--- src/rtl/oscillator_mixer.sv ---
// Sweeps all oscillators once per sample tick and sums the active samples into
// one wide word, which is published with a snapshot of the active mask.
module oscillator_mixer #(
    parameter int NUM_OSCILLATORS         = 8,
    parameter int SAMPLE_WIDTH            = 16,
    parameter int PRE_DIVISION_AUDIO_SIZE = 32,
    parameter int IDX_W = (NUM_OSCILLATORS > 1) ? $clog2(NUM_OSCILLATORS) : 1
) (
    input  logic                               clk_in,
    input  logic                               rst_in,
    input  logic                               sample_tick_in,
    input  logic [NUM_OSCILLATORS-1:0]         osc_active_in,
    output logic [IDX_W-1:0]                   osc_idx_out,
    output logic                               osc_rd_out,
    input  logic [SAMPLE_WIDTH-1:0]            osc_sample_in,
    output logic [PRE_DIVISION_AUDIO_SIZE-1:0] stream_out,
    output logic [NUM_OSCILLATORS-1:0]         is_on_out,
    output logic                               has_updated_out,
    output logic                               busy_out,
    output logic                               overrun_out
);

    if (PRE_DIVISION_AUDIO_SIZE < SAMPLE_WIDTH + $clog2(NUM_OSCILLATORS)) begin : g_width_check
        $error("PRE_DIVISION_AUDIO_SIZE too narrow for NUM_OSCILLATORS samples");
    end

    localparam logic [IDX_W-1:0] LAST_IDX = IDX_W'(NUM_OSCILLATORS - 1);

    typedef enum logic [1:0] {
        IDLE  = 2'd0,
        ACCUM = 2'd1,
        DRAIN = 2'd2
    } state_t;

    state_t                             state, state_nxt;
    logic [IDX_W-1:0]                   idx, idx_nxt;
    logic [NUM_OSCILLATORS-1:0]         mask;
    logic [PRE_DIVISION_AUDIO_SIZE-1:0] acc;
    logic [PRE_DIVISION_AUDIO_SIZE-1:0] sum_p1;
    logic                               vld_p0;
    logic [IDX_W-1:0]                   idx_p0;
    logic                               start;

    function automatic logic [PRE_DIVISION_AUDIO_SIZE-1:0] masked_sample(
        input logic                    en,
        input logic [SAMPLE_WIDTH-1:0] s
    );
        return en ? PRE_DIVISION_AUDIO_SIZE'(s) : '0;
    endfunction

    always_comb begin
        state_nxt  = state;
        idx_nxt    = idx;
        osc_rd_out = 1'b0;
        busy_out   = 1'b0;
        case (state)
            IDLE: begin
                if (sample_tick_in) begin
                    state_nxt = ACCUM;
                    idx_nxt   = '0;
                end
            end
            ACCUM: begin
                osc_rd_out = 1'b1;
                busy_out   = 1'b1;
                if (idx == LAST_IDX) begin
                    state_nxt = DRAIN;
                    idx_nxt   = '0;
                end else begin
                    idx_nxt = idx + 1'b1;
                end
            end
            DRAIN: begin
                busy_out  = 1'b1;
                state_nxt = IDLE;
            end
            default: begin
                state_nxt = IDLE;
                idx_nxt   = '0;
            end
        endcase
    end

    assign osc_idx_out = idx;
    assign start       = (state == IDLE) && sample_tick_in;

    // Stage p1: the sample returned for the read issued last cycle joins the sum
    assign sum_p1 = acc + masked_sample(vld_p0 & mask[idx_p0], osc_sample_in);

    always_ff @(posedge clk_in) begin
        if (rst_in) begin
            state           <= IDLE;
            idx             <= '0;
            mask            <= '0;
            acc             <= '0;
            vld_p0          <= 1'b0;
            idx_p0          <= '0;
            stream_out      <= '0;
            is_on_out       <= '0;
            has_updated_out <= 1'b0;
            overrun_out     <= 1'b0;
        end else begin
            state           <= state_nxt;
            idx             <= idx_nxt;
            vld_p0          <= osc_rd_out;
            idx_p0          <= idx;
            has_updated_out <= 1'b0;

            if (start) begin
                mask <= osc_active_in;
                acc  <= '0;
            end else if (vld_p0) begin
                acc <= sum_p1;
            end

            // The last sample arrives during DRAIN, so publish its inclusive sum directly
            if (state == DRAIN) begin
                stream_out      <= sum_p1;
                is_on_out       <= mask;
                has_updated_out <= 1'b1;
            end

            if (sample_tick_in && busy_out) begin
                overrun_out <= 1'b1;
            end
        end
    end

endmodule

--- config.mk ---
export PLATFORM = sky130hd
export DESIGN_NAME = oscillator_mixer
export DESIGN_NICKNAME = d
export VERILOG_FILES = /design/src/rtl/oscillator_mixer.sv
export SDC_FILE = /design/constraint.sdc
export NUM_CORES = 1
export LEC_CHECK = 0
export ABC_CLOCK_PERIOD_IN_PS = 10100
export BUFFER_PORTS_ARGS = -buffer_cell sky130_fd_sc_hd__clkbuf_2
export CAP_MARGIN = 20
export CELL_PAD_IN_SITES_DETAIL_PLACEMENT = 1
export CELL_PAD_IN_SITES_GLOBAL_PLACEMENT = 1
export CORE_ASPECT_RATIO = 0.7
export CORE_MARGIN = 4
export CORE_UTILIZATION = 40
export DETAILED_ROUTE_END_ITERATION = 7
export PLACE_DENSITY = 0.76
export RECOVER_POWER = 50
export SETUP_SLACK_MARGIN = 0.05
export SKIP_LAST_GASP = 1
export SLEW_MARGIN = 5
export SYNTH_ARGS = -nofsm -noshare
export SYNTH_HDL_FRONTEND = slang
export SYNTH_SLANG_ARGS = --single-unit
--- constraint.sdc ---
create_clock -name clk_in -period 10.1 [get_ports clk_in]
set_input_delay 3.03 -clock clk_in [delete_from_list [all_inputs] [get_ports clk_in]]
set_output_delay 3.03 -clock clk_in [all_outputs]
set_load 0.05 [all_outputs]
# After elaboration in Yosys (flattened, before gate mapping)
# Cells that the tools add are included.
# W data, S select, Z words.
[totals]
reg_bits = 91
in_bits = 27
word_cells = 39
[op_classes]
addsub = 2
magnitude_cmp = 1
eq_ne = 5
mux = 12
n_bitwise = 2
reduce_logical = 7
[op_table]
columns = ["operator", "count"]
rows = [
  ["$add A32 B16 Y32", 1],
  ["$mux W16", 1],
  ["$pmux W3 S3", 1],
  ["$mux W3", 2],
  ["$lt A3 B4 Y1 const B", 1],
  ["$mux W1", 4],
  ["$mux W2", 2],
  ["$ne A2 B2 Y1 const B", 2],
  ["$pmux W2 S2", 1],
  ["$reduce_and A2 Y1", 2],
  ["$reduce_or A2 Y1", 2],
  ["$add A3 B1 Y3 const B", 1],
  ["$bmux W1 S3", 1],
  ["$eq A3 B3 Y1 const B", 1],
  ["$eq A2 B1 Y1 const B", 1],
  ["$eq A2 B2 Y1 const B", 1],
  ["$logic_and A1 B1 Y1", 2],
  ["$logic_not A2 Y1", 1],
  ["$and A1 B1 Y1", 1],
  ["$not A1 Y1", 1],
]

# Depth between registers and ports, before layout
# Gate-level depths: netlist of the first run.
[logic_depth]
ltp_word = 5
ltp_mapped = 14

# Least setup slack after synthesis of the first run
# Ideal clock, no wire load.
[synth_path]
path_type = "input to register"
from = "in osc_sample_in[0]"
to = "reg stream_out[14]"
setup_ns = 0.122
t_arrival_ns = 5.054
required_ns = 9.978
slack_ns = 4.923
path_stages = 9
n_path_buf = 0
cell_sequence = "and2_1 -> ha_1 -> fa_1 -> a21o_2 -> a31o_1 -> nand4_1 -> a21oi_1 -> o2111a_1 -> a311o_1"
[synth_via]
elab_chain_len = 2
[synth_lines]
columns = ["item", "line", "text"]
rows = [
  ["from (decl)", "15", "input logic [SAMPLE_WIDTH-1:0] osc_sample_in,"],
  ["$mux W16", "48", "return en ? PRE_DIVISION_AUDIO_SIZE'(s) : '0;"],
  ["$add A32 B16 Y32", "88", "assign sum_p1 = acc + masked_sample(vld_p0 & mask[idx_p0], osc_sample_in);"],
  ["to (signal assigned)", "118", "stream_out <= sum_p1;"],
  ["to (decl)", "16", "output logic [PRE_DIVISION_AUDIO_SIZE-1:0] stream_out,"],
]
# No other way between the ends.
# A chain may end at the register's enable or synchronous reset.

# Worst setup path after layout of the first run
[layout_path]
from = "in rst_in"
to = "reg acc[18]"
[layout_via]
elab_chain_len = 1
[layout_lines]
columns = ["item", "line", "text"]
rows = [
  ["from (decl)", "10", "input logic rst_in,"],
  ["$reduce_or A2 Y1 (no source line)", "--", ""],
  ["to (signal assigned)", "113", "acc <= sum_p1;"],
  ["to (decl)", "38", "logic [PRE_DIVISION_AUDIO_SIZE-1:0] acc;"],
]
# No other way between the ends.

==> metrics.txt, run 1 <==
via count of the first global-routing pass 5195; GRT Residual Overflow 0; biggest area consumer among synthesized cells dfxtp_1; Cell Rows 35; part of the Yosys area used for sequential elements 33.5%; number of sinks driven by the clock tree 91; quantity of gates resized following cts 0; Inserted Diodes 0; category of the worst setup path launch point input pin; cells taking the most area after synthesis dfxtp_1 (34%), ha_1 (5.1%), a21oi_1 (5.0%); static leakage 2.18 nW; area of the die 15500 um^2; x dimension of the die 147 um; largest net degree at the start of global routing 59; global-route total usage across every layer 21.7%; async set-or-reset flop fraction in the synthesized netlist 0%; nets@finish 750; failing checks capacitance limit, slew limit; max-slew violation count 59; cts hold-fix bufs 0; unrepaired setup endpoints after global routing no; number of antenna violations at the first check in global routing 0; DRC 0; leading register cell type out of synthesis dfxtp_1; hold-critical path depth 2; iteration count of the initial detailed-routing pass 4; count of flip-flops with a built-in enable after synthesis 0; Worst slew margin -81.4%; fraction of post-synthesis cell area in the top cell type by area 33.5%; clock-pin transition on the worst setup and hold timing paths 0.07 ns; # H-tree levels 3; average cell area after synthesis 8.26 um^2; crit path max fanout 58; total nets after synthesis 708; Starting DRT DRC Count 344; global-route wire length before repair 27500 um; core utilization of the finished layout 45.6%; Yosys reg bits 91; insertion delay to the later sink of the worst-skew pair 0.35 ns; commonest non-fill, non-tap cells in the layout dfxtp_1 (91), nor2_1 (66), nand2_1 (62); achievable clock frequency 0.144 GHz; number of hold violations in the final report 0; synth unique cells 75; vias per inst 5.80; maximum root-to-sink buffer count 2; Crit Path Category in2reg; hold crit path type reg2reg; Core ar. 13200 um^2; TritonCTS clock tree done; Post-Route WL 16800 um; crit-path leading delay family buffers and inverters; master cell of the clock root buffer clkbuf_16; peak per-stage delay on the critical path 1.93 ns; type of destination of the critical path flop; cell breakdown of the critical path clkbuf_2 -> clkbuf_1 -> clkinv_1 -> clkbuf_1 -> nand2_1 -> buf_4 -> nor3_1 -> a21oi_1 -> nand3_1; Final Skew 0.00550 ns; Synth warnings 0; number of buffers added on ports 73; total stage count of the critical path 9; P per Cell Area 129 nW/um^2; slew of the pin with the lowest slew margin 2.72 ns; Routed WL per cell 18.9 um; hpwl dp 11800 um; min cycle time layout 6.96 ns; fraction of final layout cells sized beyond drive strength 1 9.79%; arrival time at the worst endpoint 7.20 ns; most common cell after layout, fill and taps aside dfxtp_1; sum of buffers and inverters on the critical path 5; relative area change from synthesis to final layout 11.0%; count of vias placed by the detailed router 5162; number of buffers inserted by post-CTS setup repair 0; Final Setup Violations 0; number of CTS-inserted buffers 9; worst-case reg-to-reg path depth 11; antenna violation net count after detailed routing 0; max-cap check violation count 1; number of placed I/O pins 74; run status finished with violations; overall die height 106 um; final critical-path share of the clock period 68.9%; post-synthesis cell count 658; highest-delay cell along the critical path clkbuf_1; total standard cell area after synthesis 5430 um^2; worst supply voltage drop on vdd 0.0771 mV; global placer's final weighted congestion 0.840; Sum Neg Setup Slack 0 ns; crit-path most repeated cell clkbuf_1; data required time at the worst endpoint 10.34 ns; Initial Util 41.1%
-- sequential cells by signal (all words and copies together), names as in the netlist --
name             flops
stream_out          32
overrun_out          1
osc_idx_out          3
state                2
acc                 32
idx_p0               3
mask                 8
has_updated_out      1
vld_p0               1
is_on_out            8
-- cell families (layout without fill, tap and decap cells) --
logic type	count (synthesis)	count (layout)	share of synthesized area [%]
AOI/OAI and AO/OA	168	168	22.2
xor gates and xnor gates	9	9	1.45
adders and majority gates	23	23	5.43
buffers and inverters	62	109	6.40
DFF	91	91	33.5
muxes	29	29	5.80
and+or+nand+nor	276	276	25.1
-- layer usage --
layer  track usage [%]  share of wire [%]
met5                 0                  0
met4              4.12               0.87
met3              3.48                4.3
met2              35.8                 46
met1              30.4                 49
-- metrics by stage --
step | hold WS (ns) | setup WS, ns | power (mW) | cell area [um^2] | instances
3_3_place_gp | 0.450 | 4.54 | 0.444 | 5790 | 874
4_1_cts | 0.478 | 4.74 | 0.790 | 6090 | 890
3_5_place_dp | 0.467 | 4.39 | 0.447 | 5790 | 874
5_1_grt | 0.503 | 2.74 | 0.810 | 6030 | 890
2_1_floorplan | 0.446 | 4.92 | 0.424 | 5430 | 658
6_report | 0.478 | 3.14 | 0.780 | 6030 | 890
-- worst register-to-register path, delay by kind of cell, from the launching register on --
kind                       cells  cell delay, ns
AOI/OAI and AO/OA              5            1.81
and+or+nand+nor                3            1.43
buffers and inverters          2            1.08
adders and majority gates      1            0.36
DFF                            1            0.31
-- layout make-up --
class                      count  area (um^2)
timing repair buffer          80          360
clock inverter                 7         72.6
fill                        1687         7190
inverter                      13         48.8
sequential                    91         1820
multi-input combinational    505         3270
clock buffer                   9          225
tap                          185          231
-- report_power, final --
| group | switching (mW) | internal, mW |
|---|---|---|
| clock network | 0.167 | 0.174 |
| logic | 0.0505 | 0.0199 |
| registers | 0.00442 | 0.364 |
-- cells in the mapped netlist (6+ instances only) --
cell      number
clkbuf_1      25
a21oi_1       54
and2_1        16
o21ai_1       10
nand2b_1       7
a31oi_1       10
mux2i_1       27
nor4_1        11
and3_1         9
o21ai_0       14
nand2_1       62
nor2b_1        6
xnor2_1        9
nor2_1        66
nor3_1        16
dfxtp_1       91
nand3_1       48
ha_1          22
buf_6          6
or3_1          7
inv_1         11
a21o_1         7
nand4_1        9
a2111o_1       8
-- worst paths after layout --
kind	from	end	slack (ns)
worst max-delay path	rst_in	acc[18]$_SDFFE_PP0P_	3.14
worst min-delay path	stream_out[7]$_SDFFE_PP0P_	stream_out[7]$_SDFFE_PP0P_	0.48
worst max register to register	vld_p0$_SDFF_PP0_	stream_out[27]$_SDFFE_PP0P_	4.97
worst min register to register	stream_out[7]$_SDFFE_PP0P_	stream_out[7]$_SDFFE_PP0P_	0.48
No activity file was read; power rests on OpenSTA's default activity.
==> inputs of run 2 (changes only) <==
--- a/config.mk
+++ b/config.mk
@@ -5,7 +5,8 @@
 export SDC_FILE = /design/constraint.sdc
 export NUM_CORES = 1
 export LEC_CHECK = 0
-export ABC_CLOCK_PERIOD_IN_PS = 10100
+export ABC_AREA = 1
+export ABC_CLOCK_PERIOD_IN_PS = 7300
 export BUFFER_PORTS_ARGS = -buffer_cell sky130_fd_sc_hd__clkbuf_2
 export CAP_MARGIN = 20
 export CELL_PAD_IN_SITES_DETAIL_PLACEMENT = 1
@@ -14,7 +15,7 @@
 export CORE_MARGIN = 4
 export CORE_UTILIZATION = 40
 export DETAILED_ROUTE_END_ITERATION = 7
-export PLACE_DENSITY = 0.76
+export PLACE_DENSITY = 0.81
 export RECOVER_POWER = 50
 export SETUP_SLACK_MARGIN = 0.05
 export SKIP_LAST_GASP = 1
==> constraint.sdc (replaced) <==
create_clock -name clk_in -period 7.3 [get_ports clk_in]
set_input_delay 2.19 -clock clk_in [delete_from_list [all_inputs] [get_ports clk_in]]
set_output_delay 2.19 -clock clk_in [all_outputs]
set_load 0.05 [all_outputs]
==> run 2 against run 1 <==
The flow still finishes with violations (capacitance limit, slew limit). Highest routed layer unchanged. Total power rose to 2.6 times the previous value. Via count up 3.5%. Area after synthesis shrank 4.3%. Design area shrank 1.1%. Die area shrank 4.0%. Largest cell class unchanged. Utilization grew 1.9 points.
==> metrics.txt, run 2 <==
Routed WL per cell 15.8 um; async set-or-reset flop fraction in the synthesized netlist 0%; Starting DRT DRC Count 300; Post-Route WL 16900 um; # H-tree levels 3; Core ar. 12500 um^2; iteration count of the initial detailed-routing pass 5; count of flip-flops with a built-in enable after synthesis 0; crit path max fanout 32; Worst slew margin -6.76%; x dimension of the die 144 um; arrival time at the worst endpoint 5.48 ns; count of vias placed by the detailed router 5342; commonest cells in the synthesized netlist nand2_1 (196), nor2_1 (163), inv_1 (151); max-cap check violation count 1; GRT Residual Overflow 0; type of destination of the critical path flop; failing checks capacitance limit, slew limit; Initial Util 41.4%; hold crit path type reg2reg; global-route wire length before repair 27200 um; DRC 0; Final Setup Violations 0; number of buffers added on ports 73; maximum root-to-sink buffer count 2; static leakage 3.14 nW; fraction of final layout cells sized beyond drive strength 1 5.72%; Crit Path Category in2reg; number of sinks driven by the clock tree 91; max-slew violation count 33; overall die height 103 um; number of hold violations in the final report 0; Final Skew 0.00448 ns; final critical-path share of the clock period 71.7%; vias per inst 4.99; cts hold-fix bufs 0; number of placed I/O pins 74; total standard cell area after synthesis 5200 um^2; synth unique cells 31; global-route total usage across every layer 23.0%; clock-pin transition on the worst setup and hold timing paths 0.07 ns; area of all sequential standard cells 1820 um^2; highest-delay cell along the critical path clkbuf_1; crit-path leading delay family buffers and inverters; achievable clock frequency 0.191 GHz; run status finished with violations; average cell area after synthesis 6.18 um^2; nets@finish 954; Yosys reg bits 91; data required time at the worst endpoint 7.54 ns; cells taking the most area after synthesis dfxtp_1 (35%), nand2_1 (14%), nor2_1 (12%); category of the worst setup path launch point input pin; area of combinational cells with multiple inputs 2720 um^2; global placer's final weighted congestion 0.898; most common cell after layout, fill and taps aside nand2_1; number of buffers inserted by post-CTS setup repair 0; Cell Rows 34; fraction of post-synthesis cell area in the top cell type by area 35.0%; cell breakdown of the critical path clkbuf_1 -> inv_1 -> nand2_1 -> buf_4 -> nor2_1 -> nand2_1 -> inv_1; area of the die 14900 um^2; hpwl dp 12800 um; largest registers in the final layout acc: 32 flops, stream_out: 32 flops; part of the Yosys area used for sequential elements 35.0%; Sum Neg Setup Slack 0 ns; total of fill cells in the finished design 1778; Post-Layout Cell Count 1071; master cell of the clock root buffer clkbuf_16; number of CTS-inserted buffers 9; Inserted Diodes 0; slew of the pin with the lowest slew margin 1.60 ns; largest net degree at the start of global routing 54; number of antenna violations at the first check in global routing 0; commonest non-fill, non-tap cells in the layout nand2_1 (196), nor2_1 (163), inv_1 (151); quantity of gates resized following cts 0; most instantiated library cell after synthesis nand2_1; insertion delay to the later sink of the worst-skew pair 0.35 ns; via count of the first global-routing pass 5402; Inst Count DP 1055; Synth warnings 0; unrepaired setup endpoints after global routing no; post-synthesis cell count 841; min cycle time layout 5.23 ns; P per Cell Area 346 nW/um^2; total nets after synthesis 891; peak per-stage delay on the critical path 1.13 ns; antenna violation net count after detailed routing 0; worst supply voltage drop on vdd 0.127 mV; TritonCTS clock tree done; leading register cell type out of synthesis dfxtp_1; sum of buffers and inverters on the critical path 4; biggest area consumer among synthesized cells dfxtp_1; relative area change from synthesis to final layout 14.7%
-- run 2: path summary, 6_finish.rpt --
path	to	startpoint	cells after the start	slack [ns]
min	acc[0]$_SDFFE_PP0P_	acc[0]$_SDFFE_PP0P_	2	0.48
max reg2reg	acc[28]$_SDFFE_PP0P_	idx_p0[0]$_SDFF_PP0_	18	3.82
max	acc[12]$_SDFFE_PP0P_	rst_in	7	2.07
min reg2reg	acc[0]$_SDFFE_PP0P_	acc[0]$_SDFFE_PP0P_	2	0.48
-- run 2: area by class of cell --
cell class / count / share of cell area, %
inverter: 152 / 9.56
clock inverter: 6 / 1.61
multi-input combinational: 574 / 45.6
timing repair buffer: 76 / 5.49
tap: 162 / 3.40
clock buffer: 10 / 3.84
sequential: 91 / 30.5
-- run 2: where the power goes --
part	leakage [nW]	switching (mW)	internal, mW
combinational	2.25	0.650	0.195
clock	0.156	0.215	0.305
sequential	0.741	0.0826	0.616
-- run 2: cell families (layout without fill, tap and decap cells) --
family                   count (synthesis)  after routing  share of synthesized area, %
buffers and inverters                  176            244                          12.7
adder cells (fa/ha/maj)                 23             23                          5.68
AND/OR/NAND/NOR                        452            452                          35.6
XOR/XNOR                                13             13                          2.19
AO/OA/AOI/OAI                           85             85                          8.59
flip-flops                              91             91                          35.0
multiplexers                             1              1                         0.193
-- run 2: stage by stage --
step	area, um^2	total power, mW	setup WS (ns)	util, %	hold slack [ns]
6_report	5970	2.06	2.07	47.5	0.479
5_1_grt	5970	2.19	1.65	47.5	0.515
4_1_cts	6030	2.10	2.91	48.0	0.479
3_5_place_dp	5700	1.57	2.57	45.4	0.469
3_3_place_gp	5700	1.53	2.73	45.4	0.450
2_1_floorplan	5200	1.34	3.54	-	0.445
-- run 2: per-layer routing --
metal | wire [um] | GRT usage (%) | share of wire, % | vias to the layer above
met5 | 0 | 0 | 0 | -
li1 | - | - | - | 2696
met3 | 768 | 3.49 | 4.5 | 23
met2 | 7330 | 36.8 | 43 | 124
met4 | 218 | 5.45 | 1.3 | 0
met1 | 8570 | 32.9 | 51 | 2499
-- run 2: worst register-to-register path: cells and delay by family, from the launching register on --
kind / cells / cell delay, ns
simple gates: 12 / 1.34
flops: 1 / 0.41
buf+inv: 2 / 0.14
fa+ha+maj: 2 / 0.68
compound gates: 2 / 0.82
